<file path="config.mk">
export PLATFORM = sky130hd
export DESIGN_NAME = uart_rx
export DESIGN_NICKNAME = d
export VERILOG_FILES = /design/src/rtl/uart_rx.sv
export SDC_FILE = /design/constraint.sdc
export NUM_CORES = 1
export LEC_CHECK = 0
export ABC_CLOCK_PERIOD_IN_PS = 1800
export CAP_MARGIN = 20
export CORE_MARGIN = 3
export CORE_UTILIZATION = 50
export CTS_CLUSTER_SIZE = 40
export DETAILED_ROUTE_END_ITERATION = 10
export PLACE_DENSITY_LB_ADDON = 0.12
export SETUP_SLACK_MARGIN = 0.02
export SYNTH_ARGS = -nofsm -noshare
export SYNTH_HDL_FRONTEND = slang
export SYNTH_SLANG_ARGS = --single-unit
</file>
<file path="constraint.sdc">
create_clock -name clk -period 1.8 [get_ports clk]
set_clock_uncertainty 0.1 [all_clocks]
set_input_delay 0.36 -clock clk [delete_from_list [all_inputs] [get_ports clk]]
set_output_delay 0.36 -clock clk [all_outputs]
set_load 0.05 [all_outputs]
</file>
<file path="src/rtl/uart_rx.sv">
`default_nettype none
// ============================================================================
// Module   : uart_rx
// Purpose  : 8N1 UART receiver, mid-bit sampling behind a 2-flop synchronizer.
// Revision : 1.0 - initial release
// ============================================================================
module uart_rx #(
    parameter int CLKS_PER_BIT = 868
) (
    input  logic       clk,
    input  logic       rst,
    input  logic       rx,
    output logic [7:0] rx_data,
    output logic       rx_valid,
    output logic       frame_err,
    output logic       busy
);

    localparam int CNT_W = $clog2(CLKS_PER_BIT);
    localparam logic [CNT_W-1:0] HALF_LAST = CNT_W'(CLKS_PER_BIT / 2 - 1);
    localparam logic [CNT_W-1:0] BIT_LAST  = CNT_W'(CLKS_PER_BIT - 1);

    localparam logic [2:0] S_IDLE      = 3'd0;
    localparam logic [2:0] S_START     = 3'd1;
    localparam logic [2:0] S_DATA      = 3'd2;
    localparam logic [2:0] S_STOP      = 3'd3;
    localparam logic [2:0] S_WAIT_HIGH = 3'd4;

    logic [2:0]       state_q, state_d;
    logic             sync1_q, rx_s_q;
    logic [CNT_W-1:0] cnt_q, cnt_d;
    logic [2:0]       idx_q, idx_d;
    logic [7:0]       shift_q, shift_d;
    logic [7:0]       rx_data_q, rx_data_d;
    logic             rx_valid_q, rx_valid_d;
    logic             frame_err_q, frame_err_d;

    // State register
    always_ff @(posedge clk) begin
        if (!rst) begin
            state_q <= S_IDLE;
        end else begin
            state_q <= state_d;
        end
    end

    always_ff @(posedge clk) begin
        if (!rst) begin
            sync1_q     <= 1'b1;
            rx_s_q      <= 1'b1;
            cnt_q       <= '0;
            idx_q       <= 3'd0;
            shift_q     <= 8'h00;
            rx_data_q   <= 8'h00;
            rx_valid_q  <= 1'b0;
            frame_err_q <= 1'b0;
        end else begin
            sync1_q     <= rx;
            rx_s_q      <= sync1_q;
            cnt_q       <= cnt_d;
            idx_q       <= idx_d;
            shift_q     <= shift_d;
            rx_data_q   <= rx_data_d;
            rx_valid_q  <= rx_valid_d;
            frame_err_q <= frame_err_d;
        end
    end

    // Next-state logic
    always_comb begin
        state_d = state_q;
        case (state_q)
            S_IDLE:      if (!rx_s_q) state_d = S_START;
            S_START:     if (cnt_q == HALF_LAST) state_d = rx_s_q ? S_IDLE : S_DATA;
            S_DATA:      if (cnt_q == BIT_LAST && idx_q == 3'd7) state_d = S_STOP;
            S_STOP:      if (cnt_q == BIT_LAST) state_d = rx_s_q ? S_IDLE : S_WAIT_HIGH;
            S_WAIT_HIGH: if (rx_s_q) state_d = S_IDLE;
            default:     state_d = S_IDLE;
        endcase
    end

    // Counters, shift register and registered pulses
    always_comb begin
        cnt_d       = cnt_q;
        idx_d       = idx_q;
        shift_d     = shift_q;
        rx_data_d   = rx_data_q;
        rx_valid_d  = 1'b0;
        frame_err_d = 1'b0;
        case (state_q)
            S_START: begin
                if (cnt_q == HALF_LAST) begin
                    cnt_d = '0;
                    idx_d = 3'd0;
                end else begin
                    cnt_d = cnt_q + CNT_W'(1);
                end
            end
            S_DATA: begin
                if (cnt_q == BIT_LAST) begin
                    cnt_d          = '0;
                    shift_d[idx_q] = rx_s_q;
                    idx_d          = idx_q + 3'd1;
                end else begin
                    cnt_d = cnt_q + CNT_W'(1);
                end
            end
            S_STOP: begin
                if (cnt_q == BIT_LAST) begin
                    cnt_d = '0;
                    if (rx_s_q) begin
                        rx_data_d  = shift_q;
                        rx_valid_d = 1'b1;
                    end else begin
                        frame_err_d = 1'b1;
                    end
                end else begin
                    cnt_d = cnt_q + CNT_W'(1);
                end
            end
            default: begin
                cnt_d = '0;
                idx_d = 3'd0;
            end
        endcase
    end

    // Outputs
    always_comb begin
        busy      = (state_q != S_IDLE);
        rx_data   = rx_data_q;
        rx_valid  = rx_valid_q;
        frame_err = frame_err_q;
    end

endmodule
`default_nettype wire

</file>
Word-level counts from Yosys, hierarchy flattened. Cells that the tools add are included.

Bits in registers: 36. Input bits: 3. Output and inout bits: 11. Logic and storage cells: 56.

Add/sub/neg operators: 2. Magnitude comparators: 2. Equality and inequality tests: 13. Mux-type cells: 19. Bitwise operators: 1. Reduce and logical (&&, ||, !) cells: 10.

Operators by type and width (count): 3-bit two-way mux (8); 10-bit two-way mux (2); 10-bit case mux with 2 select lines (1); 3-bit case mux with 5 select lines (1); 2-bit != test (second input constant) (6); 10-bit by 1-bit adder with 10-bit output (second input constant) (1); 10-bit equality test (second input constant) (1); 10-bit by 9-bit equality test with 1-bit output (second input constant) (1); 3-bit case mux with 3 select lines (1); 3-bit AND reduction (3); 8-bit bitwise mux (1); 3-bit by 2-bit equality test with 1-bit output (second input constant) (2); 3-bit equality test (second input constant) (2); 5-bit AND reduction (1); 3-bit by 4-bit < comparator with 1-bit output (second input constant) (1); 3-bit by 1-bit adder with 3-bit output (second input constant) (1); 1-bit demux with 3-bit select (1); 3-bit by 1-bit equality test with 1-bit output (second input constant) (1); 3-bit by 1-bit greater-or-equal comparator with 1-bit output (second input constant) (1); 3-bit zero test (1); 1-bit two-way mux (3); 3-bit nonzero test (1); 1-bit logical AND (2); 2-bit two-way mux (1); 3 further kinds (3).

Depth between registers and ports, before layout.
Depth after elaboration: 5. Mapped depth: 7. Depth with buffers taken out: 6.

Worst setup path before layout. No wires, ideal clock.

Path type: flip-flop to flip-flop. Start point: register cnt_q[2]. End point: register state_q[2]. Arrival: 1452 ps. Required time: 1582 ps. Path slack: 131 ps. Stages on the path, launching flop included: 5. Path buffers: 0. Cells stage by stage: dfxtp_1 > or3b_1 > o31a_1 > o21a_1 > o2111a_1.

Cells in the longest elaborated chain, start to end: 4. Elaborated cells between the ends (all ways): 7.

Ends and longest elaborated chain: start: declaration (line 31) `logic [CNT_W-1:0] cnt_q, cnt_d;`; start signal: assignment (line 60) `cnt_q <= cnt_d;`; 10-bit equality test (line 75, 76); 1-bit logical AND (line 75) `S_DATA: if (cnt_q == BIT_LAST && idx_q == 3'd7) state_d = S_STOP;`; 2-bit != test (no line); 5-bit AND reduction (no line) (*); end signal: assignment (line 43) `state_q <= state_d;`; end: declaration (line 29) `logic [2:0] state_q, state_d;`.

Every way passes the cells marked *; elsewhere a longest branch is shown, timed or not. A chain may end at the register's enable or synchronous reset.

Worst setup path after layout. Ends and elaborated chain as after synthesis.

==> parameters.txt <==
Parameter                              Value

Status
  Run status    finished clean

Clock tree
  Bufs on Longest Clock Path    2
  Clock Latency Late Sink    0.34 ns
  Number of H-tree levels    2
  TritonCTS buffer count    5
  CTS clock-pin slew for the worst setup and hold paths    0.10 ns
  CTS tree    yes
  Num Clock Sinks    36
  Clock tree root buffer cell    clkbuf_4
  Cts-stage hold buffer count    0

Layout
  Commonest non-fill, non-tap cell in the layout    dfxtp_1
  Area growth from synthesis to layout    21.55%
  Layout net count    236
  Fraction of final layout cells sized beyond drive strength 1    20.00%
  Most used cells in the layout excluding fill and tap cells    dfxtp_1 (33), buf_4 (28), nand3_1 (19), nor2_1 (19), nand2_1 (17)
  Number of antenna cells inserted    0

Detailed routing
  Via density per instance    5.584
  ANT nets after route    0
  Vias post-DR    1,530
  Wire length per cell after detailed routing    13.26 µm
  First-pass detailed-route iteration total    4
  Final routed DRC violation total    0
  Final wirelength    3.634 mm
  Initial detailed-routing violation count    73

Global routing
  Vias in the first global route    1,468
  Remaining Overflow, GRT    0
  Initial antenna violation count    0
  Total routing resource utilization after global routing    19.51%
  Maximum number of pins on one net before global-route repair    22
  Wire length of the first global-routing pass    6.327 mm

Min path
  Worst min-delay path category    reg2reg
  Startpoint of the lowest-slack hold path    sync1_q

Synth
  Largest cells by area after synthesis    dfxtp_1 (42%), a21boi_0 (7.0%), nand3_1 (5.6%)
  Number of standard cells after synthesis    202
  Number of flops mapped to enable cells by yosys    0
  Synthesized netlist net count    209
  Number of distinct standard cells referenced by the synthesized netlist    41
  Avg Inst Size Synth    8.480 µm²
  Post-synthesis register bit count    36
  Yosys top cell by area    dfxtp_1
  Syn. warnings    0
  Area fraction of the dominant cell type after synthesis    42.07%
  Post-synthesis async set-or-reset flop share    0%
  Synth Flop Type    dfxtp_1
  Synth Cell Area    1713 µm²
  Fraction of the yosys area taken by sequential cells    42.07%

Critical path
  Worst Setup SP    cnt_q[2]
  WP data arrival    1.88 ns
  Maximum fanout encountered on the critical timing path    3
  Critical path data required time    1.94 ns
  Crit end category    register
  Sort of element at the start of the critical path    register
  Start of the worst register-to-register path    cnt_q[2]
  Type of the setup path with the least slack    reg2reg

Die
  Floorplan Core Area    3153 µm²
  Die Height    64.53 µm
  Number of primary I/O pins    14
  Die extent in x    64.53 µm
  Number of cell rows    20
  Die ar.    4164 µm²
  Starting Density    54.33%

Place
  Number of buffers added on ports    13
  Total half-perimeter wirelength after legalization and detailed placement    2.712 mm
  RD Place Congestion    0.9043
  Post-Place Worst Slack    0.01872 ns

Flow run
  Max Cap Violations    0

Timing
  RSZ-0062 raised after global routing    yes
  Final Max Slew Viols    0
  PnR worst setup slack    0.06788 ns
  Peak clock frequency supported by timing    577.3 MHz
  Slew at the pin with the worst max-slew slack    0.3445 ns
  Headroom to the max-slew limit    76.82%
  Crit share post-route    96.23%
  Finish-stage setup viols    0
  Setup TNS after final layout    0 ns
  Final hold violations    0
  Shortest period the worst path allows    1.732 ns

Power and ir drop
  Total power per unit cell area    686.8 nW/µm²
  Worst vdd rail ir drop    0.0004438 V
  Leakage power    0.7357 nW
==> path summary, 6_finish.rpt <==
kind	to	slack, ns	cells past startpoint
max	state_q[2]	0.07	4
min	rx_s_q	0.32	1
max reg2reg	state_q[2]	0.07	4
min reg2reg	rx_s_q	0.32	1
==> worst max-delay path, stage by stage, from the launching register on <==
cell and delay, ns:
dfxtp_1 0.32, or3b_1 0.39, o31a_1 0.36, o21a_1 0.21
o2111a_1 0.25
==> cell usage after synthesis, drive strengths merged, types with 2 or more instances <==
cell and number:
xor2 3, a21boi 16, xnor2 5, nor4 2
inv 7, o21ai 10, nand2b 5, dfxtp 36
o221ai 2, nor3 2, o21a 2, nor2 20
buf 3, nor2b 2, ha 4, or3 2
and4 2, nand4 9, and4b 2, nand2 17
o31ai 2, nor4bb 2, a41oi 2, and3 2
a21oi 4, nand3 19, clkbuf 8
==> logic make-up (layout without fill, tap and decap cells) <==
| logic type | Yosys count | in the layout | synth area share (%) |
|---|---|---|---|
| flops | 36 | 36 | 42.07 |
| fa+ha+maj | 4 | 4 | 2.922 |
| xor+xnor | 8 | 8 | 4.091 |
| compound gates | 44 | 44 | 17.75 |
| simple gates | 92 | 92 | 28.71 |
| buf+inv | 18 | 46 | 4.456 |
==> registers in the layout, summed over array words and instances (netlist names) <==
name / flops
state_q: 3
idx_q: 3
frame_err: 1
shift_q: 8
rx_data: 8
rx_valid: 1
cnt_q: 10
sync1_q: 1
rx_s_q: 1
==> power breakdown <==
group          total, mW  internal (mW)  leakage (nW)  switching [mW]
Sequential         0.806          0.800         0.292         0.00557
Clock              0.558          0.291        0.0422           0.267
Combinational     0.0663         0.0324         0.402          0.0340
==> through the flow <==
step	instances	utilization (%)	total power, mW	hold WS [ns]	instance area (µm²)
detailed placement	265	62.18	0.8873	0.3017	1961
CTS	274	64.96	1.439	0.3272	2048
global placement	265	62.18	0.8856	0.2926	1961
floorplan	202	-	0.8618	0.2863	1713
global route	274	66.03	1.488	0.3627	2082
finish	274	66.03	1.430	0.3237	2082
==> layer usage <==
metal / vias up / wire length (µm) / part of all wire (%) / track usage [%]
met1: 714 / 1722 / 47 / 23.28
li1: 785 / - / - / -
met2: 26 / 1714 / 47 / 31.83
met3: 5 / 142 / 3.9 / 4.679
met5: - / 0 / 0 / 0
met4: 0 / 55 / 1.5 / 11.35
==> cell type report <==
type / instances / area, µm²
fill: 282 / 1071
inverter: 7 / 26.28
timing repair buffer: 31 / 250.2
tap: 44 / 55.05
clock buffer: 6 / 41.29
sequential: 36 / 724.4
multi-input combinational: 148 / 949.7
clock inverter: 2 / 35.03
==> what timing repair did <==
item / CTS / global route
gates resized for setup: 2 / 9
setup buffers: 1 / 0
endpoints found under the setup margin: 8 / 32
endpoints found under the hold margin: 0 / 0
pin swaps: 1 / 0
No activity file was read; power rests on OpenSTA's default activity.
